File: config.mk
export PLATFORM = sky130hd
export DESIGN_NAME = interrupt_controller
export DESIGN_NICKNAME = d
export VERILOG_FILES = /design/src/rtl/interrupt_controller_pkg.sv /design/src/rtl/interrupt_controller_priority_encoder_lsb.sv /design/src/rtl/interrupt_controller.sv
export SDC_FILE = /design/constraint.sdc
export NUM_CORES = 1
export LEC_CHECK = 0
export ABC_CLOCK_PERIOD_IN_PS = 1700
export CORE_UTILIZATION = 30
export CTS_CLUSTER_SIZE = 14
export DETAILED_ROUTE_END_ITERATION = 7
export PLACE_DENSITY = 0.74
export SYNTH_ARGS = -nofsm -noshare
export SYNTH_HDL_FRONTEND = slang
export SYNTH_SLANG_ARGS = --single-unit
File: constraint.sdc
create_clock -name i_clk -period 1.7 [get_ports i_clk]
set_clock_uncertainty 0.1 [all_clocks]
set_input_delay 0.34 -clock i_clk [delete_from_list [all_inputs] [get_ports i_clk]]
set_output_delay 0.34 -clock i_clk [all_outputs]
set_load 0.01 [all_outputs]
File: src/rtl/interrupt_controller_pkg.sv
`default_nettype none
// ============================================================================
// Module   : interrupt_controller_pkg
// Brief    : Shared state encoding and default vector-table constants for
//            the interrupt controller.
// Revision : 1.0 - initial release
// ============================================================================
package interrupt_controller_pkg;

    typedef logic [1:0] state_t;

    localparam state_t ST_IDLE    = 2'd0;
    localparam state_t ST_REQUEST = 2'd1;
    localparam state_t ST_SERVICE = 2'd2;

    localparam logic [31:0] C_VECTOR_BASE   = 32'h0000_0000;
    localparam logic [31:0] C_VECTOR_STRIDE = 32'h0000_0002;

endpackage : interrupt_controller_pkg
`default_nettype wire

File: src/rtl/interrupt_controller_priority_encoder_lsb.sv
`default_nettype none
// ============================================================================
// Module   : priority_encoder_lsb
// Brief    : Combinational encoder; lowest set request index wins.
// Revision : 1.0 - initial release
// ============================================================================
module priority_encoder_lsb #(
    parameter int NUM_SRC = 4,
    parameter int ID_W    = 2
) (
    input  logic [NUM_SRC-1:0] i_req,
    output logic [ID_W-1:0]    o_idx,
    output logic               o_valid
);

    always_comb begin
        o_idx = '0;
        // Scan downwards so the lowest set bit is the final assignment.
        for (int i = NUM_SRC - 1; i >= 0; i--) begin
            if (i_req[i]) begin
                o_idx = i[ID_W-1:0];
            end
        end
    end

    assign o_valid = |i_req;

endmodule : priority_encoder_lsb
`default_nettype wire

File: src/rtl/interrupt_controller.sv
`default_nettype none
// ============================================================================
// Module   : interrupt_controller
// Brief    : Latches IRQ rising edges, raises one prioritised request to the
//            CPU and blocks nesting until return-from-interrupt.
// Revision : 1.0 - initial release
// ============================================================================
module interrupt_controller
    import interrupt_controller_pkg::*;
#(
    parameter int          NUM_SRC       = 4,
    parameter int          ID_W          = 2,
    parameter logic [31:0] VECTOR_BASE   = C_VECTOR_BASE,
    parameter logic [31:0] VECTOR_STRIDE = C_VECTOR_STRIDE
) (
    input  logic               i_clk,
    input  logic               i_reset,
    input  logic [NUM_SRC-1:0] i_irq,
    input  logic [NUM_SRC-1:0] i_mask,
    input  logic               i_ack,
    input  logic               i_rti,
    output logic               o_interrupt,
    output logic [ID_W-1:0]    o_src_id,
    output logic [31:0]        o_vector,
    output logic [NUM_SRC-1:0] o_pending,
    output logic               o_in_service
);

    state_t             r_state;
    logic [NUM_SRC-1:0] r_irq_prev;
    logic [NUM_SRC-1:0] r_pending;
    logic               r_interrupt;
    logic [ID_W-1:0]    r_src_id;
    logic               r_in_service;

    state_t             w_state_nxt;
    logic               w_interrupt_nxt;
    logic [ID_W-1:0]    w_src_id_nxt;
    logic               w_in_service_nxt;
    logic               w_ack_taken;
    logic [NUM_SRC-1:0] w_rise;
    logic [NUM_SRC-1:0] w_clear;
    logic [NUM_SRC-1:0] w_pending_nxt;
    logic [NUM_SRC-1:0] w_eligible_vec;
    logic [ID_W-1:0]    w_winner;
    logic               w_eligible;

    assign w_rise         = i_irq & ~r_irq_prev;
    assign w_eligible_vec = r_pending & ~i_mask;

    priority_encoder_lsb #(
        .NUM_SRC (NUM_SRC),
        .ID_W    (ID_W)
    ) u_prio (
        .i_req   (w_eligible_vec),
        .o_idx   (w_winner),
        .o_valid (w_eligible)
    );

    always_comb begin
        w_state_nxt      = r_state;
        w_interrupt_nxt  = r_interrupt;
        w_src_id_nxt     = r_src_id;
        w_in_service_nxt = r_in_service;
        w_ack_taken      = 1'b0;
        case (r_state)
            ST_IDLE: begin
                if (w_eligible) begin
                    w_state_nxt     = ST_REQUEST;
                    w_src_id_nxt    = w_winner;
                    w_interrupt_nxt = 1'b1;
                end
            end
            ST_REQUEST: begin
                if (i_ack) begin
                    w_ack_taken      = 1'b1;
                    w_state_nxt      = ST_SERVICE;
                    w_interrupt_nxt  = 1'b0;
                    w_in_service_nxt = 1'b1;
                end else if (w_eligible) begin
                    // A higher-priority arrival may replace the offered id before ack.
                    w_src_id_nxt = w_winner;
                end else begin
                    w_state_nxt     = ST_IDLE;
                    w_interrupt_nxt = 1'b0;
                end
            end
            ST_SERVICE: begin
                if (i_rti) begin
                    w_state_nxt      = ST_IDLE;
                    w_in_service_nxt = 1'b0;
                end
            end
            default: begin
                w_state_nxt      = ST_IDLE;
                w_interrupt_nxt  = 1'b0;
                w_in_service_nxt = 1'b0;
            end
        endcase
    end

    // Set is applied after clear so a coincident new event survives the ack.
    assign w_clear       = w_ack_taken ? ({{(NUM_SRC-1){1'b0}}, 1'b1} << r_src_id) : '0;
    assign w_pending_nxt = (r_pending & ~w_clear) | w_rise;

    always_ff @(posedge i_clk) begin
        if (i_reset) begin
            r_state      <= ST_IDLE;
            r_irq_prev   <= '0;
            r_pending    <= '0;
            r_interrupt  <= 1'b0;
            r_src_id     <= '0;
            r_in_service <= 1'b0;
        end else begin
            r_state      <= w_state_nxt;
            r_irq_prev   <= i_irq;
            r_pending    <= w_pending_nxt;
            r_interrupt  <= w_interrupt_nxt;
            r_src_id     <= w_src_id_nxt;
            r_in_service <= w_in_service_nxt;
        end
    end

    assign o_interrupt  = r_interrupt;
    assign o_src_id     = r_src_id;
    assign o_pending    = r_pending;
    assign o_in_service = r_in_service;
    assign o_vector     = VECTOR_BASE + 32'(r_src_id) * VECTOR_STRIDE;

endmodule : interrupt_controller
`default_nettype wire

* Word level (Yosys, flattened, before mapping)
Cells that the tools add are included.
** Operators by class
- Muxes and demuxes :: 22
- Equal/unequal tests :: 7
- Shifts and indexed selects :: 1
- Bitwise operators :: 9
- Reductions and logical operators :: 7
** Operators by type and width (number)
- $mux W2 :: 10
- $and A4 B4 Y4 :: 3
- $not A4 Y4 :: 3
- $reduce_and A3 Y1 :: 3
- $mux W1 :: 7
- $ne A2 B2 Y1 const B :: 3
- $pmux W1 S3 :: 2
- $pmux W2 S3 :: 1
- $mux W4 :: 1
- $or A4 B4 Y4 :: 1
- $pmux W2 S2 :: 1
- $reduce_or A4 Y1 :: 1
- $shl A1 B2 Y4 const A :: 1
- $ne A3 B3 Y1 const B :: 1
- $eq A2 B1 Y1 const B :: 1
- $eq A2 B2 Y1 const B :: 1
- $logic_not A2 Y1 :: 1
- $ne A2 B1 Y1 const B :: 1
- $not A1 Y1 :: 2
- $reduce_and A2 Y1 :: 1
- $reduce_bool A2 Y1 :: 1
** Storage, ports and cells
- Output and inout port bits :: 40
- Register bits :: 14
- Input port bits :: 12
- Word-level logic and storage cells :: 52

* Depth between registers and ports, before layout
- Depth in word-level cells :: 9
- Gate-level depth with buffers :: 4
- Gate-level depth less buffers :: 4

* By module
A second synthesis with hierarchy kept.
** Unflattened totals
- Cells, all modules :: 99
- Area total of the unflattened synthesis :: 808.3 sq um
** Modules (own cells, without submodules)
- interrupt_controller :: area an instance 773.2 sq um, cells an instance 92, times used 1, sequential area each 280.3 sq um
- priority_encoder_lsb :: area an instance 35.0 sq um, cells an instance 7, times used 1, sequential area each 0.0 sq um

* Worst setup path after synthesis
Ideal clock, no wire load.
- Kind :: register to register
- Start :: reg r_pending[1] (netlist: o_pending[1])
- End :: reg r_src_id[0] (netlist: o_src_id[0])
- Stages on the path, launching flop included :: 5
- Clock period less this slack :: 1.387 ns
- Buffers on the path :: 0
- Arrival time :: 1.163 ns
- Path slack :: 0.313 ns
- Library setup time :: 0.123 ns
- Data required time :: 1.477 ns
- Cell sequence :: dfxtp_1 nor2b_4 nor4_2 nand2b_1 mux2_1
** Between the ends
- Cells in the longest elaborated chain, start to end :: 6
- Elaborated cells on any way between the ends :: 7
- Those cells by class :: 5 x mux; 1 x bitwise; 1 x reduce/logical
** Ends and longest elaborated chain
- from (decl) :: line interrupt_controller.sv:31 : logic [NUM_SRC-1:0] r_pending;
- from (signal assigned) :: line interrupt_controller.sv:117 : r_pending <= w_pending_nxt;
- $and A4 B4 Y4 (*) :: line interrupt_controller.sv:49 : assign w_eligible_vec = r_pending & ~i_mask;
- $mux W2 (2 in series) :: line interrupt_controller_priority_encoder_lsb.sv:20 : if (i_req[i]) begin
- $mux W2 (*) :: line interrupt_controller.sv:68, interrupt_controller.sv:80
- $mux W2 :: line interrupt_controller.sv:75 : if (i_ack) begin
- $pmux W2 S2 (*) :: line interrupt_controller.sv:66 : case (r_state)
- to (signal assigned) :: line interrupt_controller.sv:119 : r_src_id <= w_src_id_nxt;
- to (decl) :: line interrupt_controller.sv:33 : logic [ID_W-1:0] r_src_id;
Every way passes the cells marked *; elsewhere a longest branch is shown, timed or not. The select of a mux whose other input is x is not followed.
A chain may end at the register's enable or synchronous reset.

* Final worst setup path
- Start :: reg r_src_id[1] (netlist: o_src_id[1])
- End :: out o_vector[2]
** RTL lines
- to (decl) :: line interrupt_controller.sv:24 : output logic [31:0] o_vector,
No word-level cell between the ends.

==> metrics.md <==
| Metric | Value |
|---|---|
| CP Class | flop to output pin |
| Register-to-register setup slack | 0.24 ns |
| DP Cell Count | between 100 and 150 |
| Cell area after layout | 1020 µm² |
| Share of layout cells above drive strength 1 | 11.8% |
| Antenna diodes | 0 |
| Gr busiest metal | met2 |
| Post-synthesis cell area | between 800 and 900 µm² |
| Antenna-violating nets left | 0 |
| Die W | between 50 and 60 µm |
| Fill count | between 200 and 300 |
| Cell family with most CP delay | buffers and inverters |
| Hold Violations, Final | 0 |
| Port-buffer cells | 21 |
| Met1 Use GR | a little over an eighth |
| RSZ-0062 raised after global routing | false |
| Initial DRC count | 13 |
| Synth Register Bits | 14 |
| Pin count of the biggest net entering global routing | 10 |
| Clk sink count | 14 |
| Area after DPL | between 900 and 1000 µm² |
| DRT Pass-1 Iters | 4 |
| EDFF count, synth | 0 |
| CTS max path bufs | 2 |
| Finished Core Util | 39.9% |
| Via Count | between 600 and 700 |
| Cell leakage power | 0.459 nW |
| Initial core utilization | between 30% and 40% |
| Reg2reg end | o_src_id[0] |
| Synth warn | 0 |
| Hold crit path type | flop to flop |
| Crit path time final | approximately 1.7 ns |
| Reg area | approximately 290 µm² |
| Worst-path clk slew | ~0.090 ns |
| Crit-path max cell delay | ~0.56 ns |
| Multi-input gate area | between 400 and 500 µm² |
| Slowest CP cell | clkdlybuf4s50_1 |
| Worst path arrival time | between 1 and 1.5 ns |
| CP Data Required Time | about 1.3 ns |
| Worst hold start | r_irq_prev[2] |
| CTS tree | built |
| Worst R2R Path Depth | 4 |
| M2 GR Usage | around a fifth |
| Hold path depth | 2 |
| CORE AREA | 2570 µm² |
| Crit path cell chain | clkdlybuf4s50_1 |
| R2r startpoint | o_pending[2] |
| Asr flop ratio synth | 0% |
| Most frequent cells in the layout | conb_1 (30), clkdlybuf4s50_1 (19), dfxtp_1 (12), a21oi_1 (8), nand2b_1 (6) |
| Most used flip-flop cell after synthesis | dfxtp_1 |
| Synthesized area per cell | 8.84 µm² |
| Area grow syn2layout | 21.9% |
| Number of global-route vias before repair | around 590 |
| Routed len/inst | 10.8 µm |
| WL final | 1610 µm |
| Initial antenna violation count | 0 |
| DIE AREA | 3010 µm² |
| WHS Endpoint | o_pending[2] |
| Setup violations, final | 0 |
| Crit start category | flop |
| First-pass GRT wire length | 2500 µm |
| Outcome | finished clean |
| Setup crit end kind | output pin |
| Root Driver | clkbuf_4 |
| HPWL Detailed | around 1200 µm |
| # rows | 18 |
| Worst VDD drop | approximately 0.0006 V |
| Post-route insts no fill | between 100 and 150 |
| GR Layer Usage met3 | around 1.6% |
| Final net count | about 130 |
| Slew Limit Fails | 0 |
| CP Max Fanout | 5 |
| Critical path buffer and inverter count | 1 |
| Die Span Y | between 50 and 60 µm |
| Placer congestion estimate | approximately 0.8 |
| Later-pin clock latency in the skew report | 0.29 ns |
| Register area share after synthesis | 33.4% |
| Top-level port count | 52 |
| Routed vias/inst | around 4.3 |
| Maximum operating frequency | around 600 MHz |
| CTS buffer count | 3 |
| PD cells | 800 nW/µm² |
| Overall routing resource usage | between 10% and 20% |
| DR DRC count | 0 |
| H-tree Lvls | 1 |
| GR Overflow Total | 0 |
| Max-cap violations | 0 |
| Unique masters post-synth | 27 |
| Share of the clock period used by the worst path | between 90% and 100% |
| Commonest non-fill, non-tap cell in the layout | conb_1 |
| Post-Syn Instances | 95 |
routing by layer:
| layer | share of wire, % | up-vias |
|---|---|---|
| met5 | 0 | - |
| li1 | - | 304 |
| met2 | 48 | 47 |
| met4 | 2.7 | 0 |
| met3 | 8.5 | 5 |
| met1 | 41 | 282 |
state kept, by name, summed over array words and instances, names as in the netlist:
signal        count
o_in_service      1
o_interrupt       1
o_pending         4
o_src_id          2
r_irq_prev        4
r_state           2
layout make-up:
cell class | instances | area share, %
multi-input combinational | 73 | 39.9
clock buffer | 4 | 3.55
timing repair buffer | 25 | 24.0
tap | 30 | 3.67
sequential | 14 | 27.9
inverter | 3 | 1.10
Yosys cell counts (2+ instances only):
cell type	n	area, µm²
nand2b_1	6	37.5
nor2_1	2	7.51
o21ai_0	3	15.0
nor3_1	2	10.0
inv_1	3	11.3
o31ai_1	2	15.0
buf_4	32	240
dfxtp_1	14	280
nor2b_4	2	27.5
nor2b_1	5	31.3
a21oi_1	8	40.0
how the worst max path moves through the flow:
| stage | startpoint | to | depth (start not counted) |
|---|---|---|---|
| after global routing | o_src_id[1] | o_vector[2] | 1 |
| after floorplan | o_pending[1] | o_src_id[0] | 4 |
| after detailed placement | i_mask[1] | o_src_id[0] | 5 |
| after global placement | i_mask[1] | o_src_id[0] | 5 |
| final | o_src_id[1] | o_vector[2] | 1 |
| after CTS | o_src_id[0] | o_vector[1] | 1 |
per-stage QoR:
| step | TNS (ns) | power (W) | setup WS [ns] | hold WS (ns) |
|---|---|---|---|---|
| CTS | 0 | 0.000825 | 0.00452 | 0.390 |
| detailed placement | -0.240 | 0.000578 | -0.200 | 0.384 |
| global placement | -0.151 | 0.000573 | -0.151 | 0.370 |
| global route | 0 | 0.000862 | 0.0103 | 0.410 |
| finish | 0 | 0.000818 | 0.0386 | 0.380 |
| floorplan | 0 | 0.000541 | 0.313 | 0.312 |
power by group:
group / leakage, nW / total [W] / switching, W / internal, W
sequential: 0.117 / 0.000379 / 0.0000245 / 0.000354
combinational: 0.321 / 0.000193 / 0.0000928 / 0.000101
clock: 0.0210 / 0.000246 / 0.000116 / 0.000131
total: 0.459 / 0.000818 / 0.000233 / 0.000585
what timing repair did:
| item | CTS | global route |
|---|---|---|
| setup endpoints to repair | 4 | 4 |
| hold buffers | 0 | 0 |
| pin swaps | 0 | 0 |
| gates resized for setup | 2 | 3 |
| setup buffers | 0 | 0 |
cells by family (layout without fill, tap and decap cells):
family,count (synthesis),count (layout),share of synthesized area (%)
AND/OR/NAND/NOR,23,23,20.0
other,1,30,0.447
buffers and inverters,37,32,31.0
multiplexers,1,1,1.34
AO/OA/AOI/OAI,19,19,13.9
flip-flops,14,14,33.4
(Power assumes the default switching activity.)
